### src/rtl/jtag_tap_controller.sv
// IEEE 1149.1 TAP controller: 16-state FSM, instruction register, DR select decode, TDO mux.
// Latency: state/IR/bypass update on rising tck; strobes, selects, clk_dr_en, tdo, tdo_en are zero-latency decodes.
// Backpressure: none; the FSM follows tms every tck and attached chains must act on every enabled edge.
// Optional feature macro: JTAG_USER_DR_EN adds the USER chain select and its tdo path.

module jtag_tap_controller #(
  parameter int unsigned         IR_WIDTH     = 4,
  parameter logic [IR_WIDTH-1:0] IDCODE_INSTR = IR_WIDTH'(1),
  parameter logic [IR_WIDTH-1:0] BYPASS_INSTR = '1,
  parameter logic [IR_WIDTH-1:0] USER_INSTR   = IR_WIDTH'(8)
) (
  input  logic                tck,
  input  logic                rst,
  input  logic                tms,
  input  logic                tdi,
  input  logic                idcode_tdo,
  input  logic                user_tdo,
  output logic [3:0]          tap_state,
  output logic [IR_WIDTH-1:0] ir_q,
  output logic                sel_idcode,
  output logic                sel_bypass,
  output logic                sel_user,
  output logic                capture_dr,
  output logic                shift_dr,
  output logic                update_dr,
  output logic                clk_dr_en,
  output logic                tdo,
  output logic                tdo_en
);

  // State codes follow the 1149.1 reference encoding so tap_state is meaningful to debug tools.
  typedef enum logic [3:0] {
    S_TLR      = 4'hF,
    S_RTI      = 4'hC,
    S_SEL_DR   = 4'h7,
    S_CAP_DR   = 4'h6,
    S_SH_DR    = 4'h2,
    S_EX1_DR   = 4'h1,
    S_PAUSE_DR = 4'h3,
    S_EX2_DR   = 4'h0,
    S_UPD_DR   = 4'h5,
    S_SEL_IR   = 4'h4,
    S_CAP_IR   = 4'hE,
    S_SH_IR    = 4'hA,
    S_EX1_IR   = 4'h9,
    S_PAUSE_IR = 4'hB,
    S_EX2_IR   = 4'h8,
    S_UPD_IR   = 4'hD
  } tap_state_t;

`ifdef JTAG_USER_DR_EN
  localparam bit LP_USER_EN = 1'b1;
`else
  localparam bit LP_USER_EN = 1'b0;
`endif

  // Value loaded into the IR shift register in Capture-IR: the mandatory ...01 pattern.
  localparam logic [IR_WIDTH-1:0] LP_IR_CAPTURE = {{(IR_WIDTH-1){1'b0}}, 1'b1};

  tap_state_t          r_state;
  tap_state_t          w_state_nxt;
  logic [IR_WIDTH-1:0] r_ir_sr;
  logic [IR_WIDTH-1:0] r_ir_q;
  logic                r_bypass_q;

  logic w_cap_dr;
  logic w_sh_dr;
  logic w_upd_dr;
  logic w_cap_ir;
  logic w_sh_ir;
  logic w_upd_ir;
  logic w_sel_idcode;
  logic w_sel_user;
  logic w_sel_bypass;
  logic w_tdo;

  // State register; reset overrides tms.
  always_ff @(posedge tck) begin
    if (rst) begin
      r_state <= S_TLR;
    end else begin
      r_state <= w_state_nxt;
    end
  end

  // Next-state logic for the 16-state TAP graph.
  always_comb begin
    w_state_nxt = r_state;
    case (r_state)
      S_TLR:      w_state_nxt = tms ? S_TLR    : S_RTI;
      S_RTI:      w_state_nxt = tms ? S_SEL_DR : S_RTI;
      S_SEL_DR:   w_state_nxt = tms ? S_SEL_IR : S_CAP_DR;
      S_CAP_DR:   w_state_nxt = tms ? S_EX1_DR : S_SH_DR;
      S_SH_DR:    w_state_nxt = tms ? S_EX1_DR : S_SH_DR;
      S_EX1_DR:   w_state_nxt = tms ? S_UPD_DR : S_PAUSE_DR;
      S_PAUSE_DR: w_state_nxt = tms ? S_EX2_DR : S_PAUSE_DR;
      S_EX2_DR:   w_state_nxt = tms ? S_UPD_DR : S_SH_DR;
      S_UPD_DR:   w_state_nxt = tms ? S_SEL_DR : S_RTI;
      S_SEL_IR:   w_state_nxt = tms ? S_TLR    : S_CAP_IR;
      S_CAP_IR:   w_state_nxt = tms ? S_EX1_IR : S_SH_IR;
      S_SH_IR:    w_state_nxt = tms ? S_EX1_IR : S_SH_IR;
      S_EX1_IR:   w_state_nxt = tms ? S_UPD_IR : S_PAUSE_IR;
      S_PAUSE_IR: w_state_nxt = tms ? S_EX2_IR : S_PAUSE_IR;
      S_EX2_IR:   w_state_nxt = tms ? S_UPD_IR : S_SH_IR;
      S_UPD_IR:   w_state_nxt = tms ? S_SEL_DR : S_RTI;
      default:    w_state_nxt = S_TLR;
    endcase
  end

  assign w_cap_dr = (r_state == S_CAP_DR);
  assign w_sh_dr  = (r_state == S_SH_DR);
  assign w_upd_dr = (r_state == S_UPD_DR);
  assign w_cap_ir = (r_state == S_CAP_IR);
  assign w_sh_ir  = (r_state == S_SH_IR);
  assign w_upd_ir = (r_state == S_UPD_IR);

  // Instruction register: capture/shift the IR chain, commit on leaving Update-IR.
  // ir_q is forced to IDCODE on the edge that enters TLR so it is already valid while in TLR.
  always_ff @(posedge tck) begin
    if (rst) begin
      r_ir_sr <= '0;
      r_ir_q  <= IDCODE_INSTR;
    end else begin
      if (w_cap_ir) begin
        r_ir_sr <= LP_IR_CAPTURE;
      end else if (w_sh_ir) begin
        r_ir_sr <= {tdi, r_ir_sr[IR_WIDTH-1:1]};
      end
      if (w_state_nxt == S_TLR) begin
        r_ir_q <= IDCODE_INSTR;
      end else if (w_upd_ir) begin
        r_ir_q <= r_ir_sr;
      end
    end
  end

  // One-bit BYPASS register: cleared in Capture-DR, follows tdi in Shift-DR.
  always_ff @(posedge tck) begin
    if (rst) begin
      r_bypass_q <= 1'b0;
    end else if (w_cap_dr) begin
      r_bypass_q <= 1'b0;
    end else if (w_sh_dr) begin
      r_bypass_q <= tdi;
    end
  end

  // Instruction decode: anything that is not IDCODE or an enabled USER opcode is BYPASS.
  assign w_sel_idcode = (r_ir_q == IDCODE_INSTR);
  assign w_sel_user   = LP_USER_EN && (r_ir_q == USER_INSTR) && !w_sel_idcode;
  assign w_sel_bypass = (r_ir_q == BYPASS_INSTR) || !(w_sel_idcode || w_sel_user);

  // TDO mux: IR LSB in Shift-IR, selected chain in Shift-DR, quiet elsewhere.
  always_comb begin
    w_tdo = 1'b0;
    if (w_sh_ir) begin
      w_tdo = r_ir_sr[0];
    end else if (w_sh_dr) begin
      if (w_sel_idcode) begin
        w_tdo = idcode_tdo;
      end else if (w_sel_user) begin
        w_tdo = user_tdo;
      end else begin
        w_tdo = r_bypass_q;
      end
    end
  end

  assign tap_state  = r_state;
  assign ir_q       = r_ir_q;
  assign sel_idcode = w_sel_idcode;
  assign sel_user   = w_sel_user;
  assign sel_bypass = w_sel_bypass;
  assign capture_dr = w_cap_dr;
  assign shift_dr   = w_sh_dr;
  assign update_dr  = w_upd_dr;
  // Chains capture (shift_dr=0) or shift (shift_dr=1) only when enabled; Pause/Exit hold contents.
  assign clk_dr_en  = (w_cap_dr || w_sh_dr) && !w_sel_bypass;
  assign tdo        = w_tdo;
  assign tdo_en     = w_sh_dr || w_sh_ir;

endmodule

### config.mk
export PLATFORM = sky130hd
export DESIGN_NAME = jtag_tap_controller
export DESIGN_NICKNAME = d
export VERILOG_FILES = /design/src/rtl/jtag_tap_controller.sv
export SDC_FILE = /design/constraint.sdc
export NUM_CORES = 1
export LEC_CHECK = 0
export ABC_AREA = 1
export CORE_UTILIZATION = 35
export CTS_CLUSTER_SIZE = 40
export DETAILED_ROUTE_END_ITERATION = 8
export GPL_TIMING_DRIVEN = 0
export HOLD_SLACK_MARGIN = 0.1
export SYNTH_ARGS = -nofsm -noshare
export SYNTH_HDL_FRONTEND = slang
export SYNTH_SLANG_ARGS = --single-unit
export TNS_END_PERCENT = 5
### constraint.sdc
create_clock -name tck -period 1.6 [get_ports tck]
set_input_delay 0.24 -clock tck [delete_from_list [all_inputs] [get_ports tck]]
set_output_delay 0.24 -clock tck [all_outputs]
set_load 0.02 [all_outputs]
==> results of run 1 <==
-- report_power, final --
part | internal (uW) | total, uW | switching [uW]
clock network | 96.5 | 194 | 97.6
logic | 333 | 914 | 581
registers | 409 | 502 | 93.3
total | 838 | 1610 | 772
-- synth_stat cells --
cell / instances
sky130_fd_sc_hd__nor2_4: 1
sky130_fd_sc_hd__nand3_1: 4
sky130_fd_sc_hd__nand2_2: 1
sky130_fd_sc_hd__nor2_1: 19
sky130_fd_sc_hd__nor3_1: 1
sky130_fd_sc_hd__conb_1: 1
sky130_fd_sc_hd__o21ai_0: 9
sky130_fd_sc_hd__buf_4: 2
sky130_fd_sc_hd__inv_1: 17
sky130_fd_sc_hd__nor2_2: 3
sky130_fd_sc_hd__buf_2: 1
sky130_fd_sc_hd__inv_2: 2
sky130_fd_sc_hd__dfxtp_1: 13
sky130_fd_sc_hd__nand4_1: 1
sky130_fd_sc_hd__nand2_1: 31
sky130_fd_sc_hd__a21oi_1: 10
sky130_fd_sc_hd__nor4_1: 1
-- timing repair --
item | CTS | global route
pin swaps | 0 | 1
setup endpoints to repair | 9 | 7
gates resized for setup | 22 | 10
setup buffers | 0 | 1
-- critical path, stage by stage (launching register included) --
cell and delay, ns:
sky130_fd_sc_hd__dfxtp_1 0.31, sky130_fd_sc_hd__buf_4 0.16, sky130_fd_sc_hd__nor2_1 0.10, sky130_fd_sc_hd__nand2_1 0.07, sky130_fd_sc_hd__inv_1 0.09, sky130_fd_sc_hd__dlygate4sd2_1 0.34
-- through the flow --
stage	area [sq um]	setup TNS (ns)	power, uW
after floorplan	716	0	1090
after global placement	937	-0.446	1400
after detailed placement	937	-0.489	1400
after CTS	970	-0.0856	1600
after global routing	976	-0.107	1730
final	976	0	1610
-- sequential cells by signal, summed over array words and instances, names as in the netlist --
register,cells
r_bypass_q,1
tap_state,4
r_ir_sr,4
ir_q,4
-- cell type report --
cell class              count  area (sq um)
fillers                   195           845
repair buffers             20           179
clock buffers               4          26.3
inverters                  19          73.8
multi-input cells          82           382
plain buffers               3          20.0
well taps                  25          31.3
flip-flops and latches     13           264
-- worst max-delay path by stage --
stage,start,to,slack [ns]
after floorplan,tap_state[1]$_SDFF_PP1_,tdo,0.03
after global placement,tap_state[2]$_SDFF_PP1_,tdo,-0.36
after detailed placement,tap_state[2]$_SDFF_PP1_,tdo,-0.38
after CTS,tap_state[2]$_SDFF_PP1_,tdo,-0.06
after global routing,tap_state[0]$_SDFF_PP1_,tdo,-0.06
final,tap_state[2]$_SDFF_PP1_,shift_dr,0.01
-- metal layers --
| metal | up-vias | part of all wire (%) | track usage (%) |
|---|---|---|---|
| li1 | 405 | - | - |
| met1 | 331 | 48 | 21.4 |
| met2 | 18 | 47 | 28.9 |
| met3 | 4 | 3.5 | 2.31 |
| met4 | 0 | 1.1 | 5.14 |
| met5 | - | 0 | 0 |
-- cells by family after synthesis --
| logic type | Yosys count | share of synthesized area (%) |
|---|---|---|
| other | 1 | 0.527 |
| buffers and inverters | 22 | 12.8 |
| DFF | 13 | 36.6 |
| AOI/OAI and AO/OA | 19 | 13.4 |
| and+or+nand+nor | 62 | 36.7 |
==> impl_metrics.yaml, run 1 <==
floorplan:
  core_area_sq_mm: 0.00182
  die_width_microns: 47.1
  die_y_microns: 47.1
  initial_utilization_pct: 39.1
  fp-row-count: 15
  boundaryPins: 23
  die-area_sq_mm: 0.00222
routing:
  wire_per_inst_microns: 9.96
  via_per_inst: 4.57
  dr.first_iter.drc_count: 11
  vias: 758
  ant_nets: 0
  drt-total-wl_microns: 1650
  drc_violation_count_after_routing: 0
  drtPass1Iterations: 4
timing:
  rsz0062_at_grt: "yes"
  fmax_mhz: 630
  timing.clock.skew_ns: 0.00277
  setup_violations: 0
  hold_slack_ns: 0.303
  report.final.slew_viol_count: 0
  pnr_worst_setup_slack_ns: 0.0118
  finalCriticalPeriod_ns: 1.59
  timing.final.crit_share_pct: 99.3
  timing_hold_violations_final: 0
placement:
  post-dp-hpwl_microns: 1310
  gp_congestion: 0.835
  dpl_worst_slack_ns: -0.376
  dp_cells: 161
  port-buffer-count: 19
run:
  cap_violations: 0
global_route:
  grt_util_all_layers_pct: 16.7
  grt_max_degree: 10
  grt_antenna_before_repair: 0
  first_global_vias: 649
  grt.overflow.total: 0
  grt_pass1_wl_microns: 2610
synthesis:
  netlist_area_sq_um: 712
  synth_warnings: 0
  synth.lib_cells_used.distinct: 17
  mappedNetlistNets: 123
  synthesis.instances: 117
  postSynthAreaPerCell_sq_um: 6.08
  synth_sequential_area_ratio_pct: 36.6
  ys_ff_latch: 13
  synth_largest_type_area_fraction_pct: 36.6
  synth_top_cells_by_area: "sky130_fd_sc_hd__dfxtp_1 37%, sky130_fd_sc_hd__nand2_1 16%, sky130_fd_sc_hd__nor2_1 10%"
  synth_largest_area_cell: "sky130_fd_sc_hd__dfxtp_1"
worst_hold_path:
  hold-path-cell-count: 3
  hp-class: "primary input to flop"
  worstHoldStart: "tms"
  timing.hold.worst_endpoint: "tap_state[0]$_SDFF_PP1_"
cts:
  clk_latency_ns: 0.27
  clock_sink_count: 13
  hold_buffers: 0
  clk_root_buffer_cell: "sky130_fd_sc_hd__clkbuf_4"
  cts.path.max_buffers: 2
  numCtsBuffers: 3
  tritoncts: "done"
  cts_max_level: 1
  worst_setup_hold_path_clk_slew_ns: 0.07
layout:
  layout.cells.most_common: "sky130_fd_sc_hd__nand2_1"
  utilization_pct: 53.6
  drive_gt1_share_pct: 17.7
  synthToLayoutAreaGrowth_pct: 37.1
  num_antenna_cells: 0
  finalNonFillerCells: 166
  most_frequent_cells_in_the_layout: "30 x sky130_fd_sc_hd__nand2_1, 17 x sky130_fd_sc_hd__inv_1, 17 x sky130_fd_sc_hd__nor2_1"
  finish.net_count: 148
power_and_ir_drop:
  cellPowerDensity_mw_per_mm2: 1650
  p_leak_uw: 0.000489
  max-vdd-ir-drop_v: 0.000846
setup_path:
  regToRegEndpoint: "ir_q[0]$_SDFFE_PP1P_"
  setup.worst_path.end_class: "output pin"
  criticalPathCategory: "flop to output pin"
  reg2reg_depth: 10
  critPathRequiredTime_ns: 1.36
  timing.critical_path.arrival_ns: 1.35
  r2r-start: "tap_state[2]$_SDFF_PP1_"
  critPathLaunchType: "flop"
  crit_fanout: 9
  reg2reg_slack_ns: 0.18
outcome:
  run_status: "finished, final reports clean"
No activity file was read; power rests on OpenSTA's default activity.
==> run 2, diff against run 1 <==
--- a/config.mk
+++ b/config.mk
@@ -6,6 +6,8 @@
 export NUM_CORES = 1
 export LEC_CHECK = 0
 export ABC_AREA = 1
+export CAP_MARGIN = 20
+export CORE_MARGIN = 5
 export CORE_UTILIZATION = 35
 export CTS_CLUSTER_SIZE = 40
 export DETAILED_ROUTE_END_ITERATION = 8
==> run 2 against run 1 <==
  * First-iteration DRC count up 36%
  * Critical path depth increased by 2
  * Fmax increased by 3.0%
  * Wire length rose by 4.1%
  * Global-route usage is 3.2 points lower
  * Via count shrank 2.4%
  * Utilization decreased by 2.5 points
  * Die area is 37% higher
  * Critical endpoint is now tdo
  * Largest cell class unchanged
  * Highest routed layer unchanged
==> impl_metrics.yaml, run 2 (synthesis results as in run 1) <==
floorplan:
  initial_utilization_pct: 36.7
  fp-row-count: 16
  die_y_microns: 55.1
  die-area_sq_mm: 0.00304
  die_width_microns: 55.1
  boundaryPins: 23
  core_area_sq_mm: 0.00194
layout:
  synthToLayoutAreaGrowth_pct: 39.4
  layout.cells.most_common: "sky130_fd_sc_hd__nand2_1"
  fillCellCount: 221
  layout.cell_area.non_filler_sq_um: 992
  num_antenna_cells: 0
  finish.net_count: 149
  drive_gt1_share_pct: 20.4
  utilization_pct: 51.1
  finalNonFillerCells: 169
  most_frequent_cells_in_the_layout: "30 x sky130_fd_sc_hd__nand2_1, 17 x sky130_fd_sc_hd__nor2_1, 15 x sky130_fd_sc_hd__inv_1"
cts:
  numCtsBuffers: 3
  clk_latency_ns: 0.26
  clk_root_buffer_cell: "sky130_fd_sc_hd__clkbuf_4"
  worst_setup_hold_path_clk_slew_ns: 0.07
  hold_buffers: 0
  clock_sink_count: 13
  cts.path.max_buffers: 2
  tritoncts: "done"
  cts_max_level: 1
routing:
  dr.first_iter.drc_count: 15
  via_per_inst: 4.38
  drt-total-wl_microns: 1720
  drc_violation_count_after_routing: 0
  ant_nets: 0
  wire_per_inst_microns: 10.2
  drtPass1Iterations: 4
  vias: 740
timing:
  finalCriticalPeriod_ns: 1.54
  timing.final.crit_share_pct: 96.4
  timing.clock.skew_ns: 0.000821
  report.final.slew_viol_count: 0
  fmax_mhz: 649
  rsz0062_at_grt: "yes"
  setup_violations: 0
  timing_hold_violations_final: 0
power_and_ir_drop:
  p_switching_uw: 765
  swShare_pct: 47.3
  p_leak_uw: 0.000490
  internal_power_uw: 853
  cellPowerDensity_mw_per_mm2: 1630
  max-vdd-ir-drop_v: 0.000721
  clock_power_share_pct: 11.9
  p_total_uw: 1620
  share_of_power_burned_in_registers_pct: 31.2
  comb_power_share_pct: 56.9
worst_hold_path:
  hp-class: "primary input to flop"
placement:
  dp_cells: 163
  gp_congestion: 0.775
  post-dp-hpwl_microns: 1420
  placedInstanceArea_sq_um: 940
  port-buffer-count: 19
run:
  cap_violations: 0
setup_path:
  critPathRequiredTime_ns: 1.36
  reg2reg_slack_ns: 0.25
  timing.critical_path.arrival_ns: 1.30
  critPathLaunchType: "flop"
  crit_fanout: 9
  criticalPathCategory: "flop to output pin"
  setup.worst_path.end_class: "output pin"
global_route:
  grt_antenna_before_repair: 0
  grt_pass1_wl_microns: 3000
  grt_max_degree: 10
  grt.overflow.total: 0
  grt_util_all_layers_pct: 13.4
  first_global_vias: 708
outcome:
  run_status: "finished, final reports clean"
-- run 2: timing repair --
item / in CTS / in global routing
setup endpoints to repair: 9 / 7
pin swaps: 0 / 1
gates resized for setup: 19 / 21
setup buffers: 0 / 2
-- run 2: through the flow --
| stage | worst slack [ns] | hold slack, ns | TNS [ns] |
|---|---|---|---|
| finish | 0.0580 | 0.312 | 0 |
| detailed placement | -0.334 | 0.476 | -0.507 |
| global placement | -0.317 | 0.471 | -0.466 |
| global route | -0.0498 | 0.353 | -0.0498 |
| CTS | -0.0877 | 0.312 | -0.0877 |
| floorplan | 0.0274 | 0.318 | 0 |
-- run 2: routing by layer --
layer | track usage (%) | up-vias | part of all wire [%]
met5 | 0 | - | 0
met4 | 3.64 | 0 | 0.81
met3 | 2.68 | 2 | 3.7
met2 | 23.2 | 13 | 49
met1 | 16.9 | 315 | 47
li1 | - | 410 | -
-- run 2: worst max-delay path, stage by stage (launching register included) --
cell                      delay (ns)
sky130_fd_sc_hd__dfxtp_1        0.32
sky130_fd_sc_hd__buf_6          0.13
sky130_fd_sc_hd__inv_1          0.09
sky130_fd_sc_hd__nand2_1        0.10
sky130_fd_sc_hd__nor2_4         0.13
sky130_fd_sc_hd__nand2_1        0.07
sky130_fd_sc_hd__o21ai_2        0.06
sky130_fd_sc_hd__buf_6          0.13
-- run 2: path summary, 6_finish.rpt --
check	endpoint	cells past startpoint	from
max	tdo	7	tap_state[2]$_SDFF_PP1_
min	tap_state[0]$_SDFF_PP1_	3	tms
max reg2reg	ir_q[1]$_SDFFE_PP0P_	8	tap_state[2]$_SDFF_PP1_
min reg2reg	r_ir_sr[1]$_SDFFE_PP0P_	2	r_ir_sr[1]$_SDFFE_PP0P_
-- run 2: area by class of cell --
| cell class | count | area, sq um | area share, % |
|---|---|---|---|
| buffer | 3 | 23.8 | 2.40 |
| clock buffer | 4 | 26.3 | 2.65 |
| inverter | 19 | 73.8 | 7.44 |
| multi-input combinational | 82 | 382 | 38.5 |
| sequential | 13 | 267 | 26.9 |
| tap | 27 | 33.8 | 3.40 |
| timing repair buffer | 21 | 186 | 18.8 |
-- run 2: power by group through the flow --
| stage | logic (uW) | clock network, uW | registers [uW] |
|---|---|---|---|
| detailed placement | 913 | 0 | 493 |
| global placement | 910 | 0 | 489 |
| CTS | 894 | 201 | 494 |
| floorplan | 546 | 0 | 541 |
| global route | 1050 | 222 | 519 |
| finish | 920 | 193 | 505 |
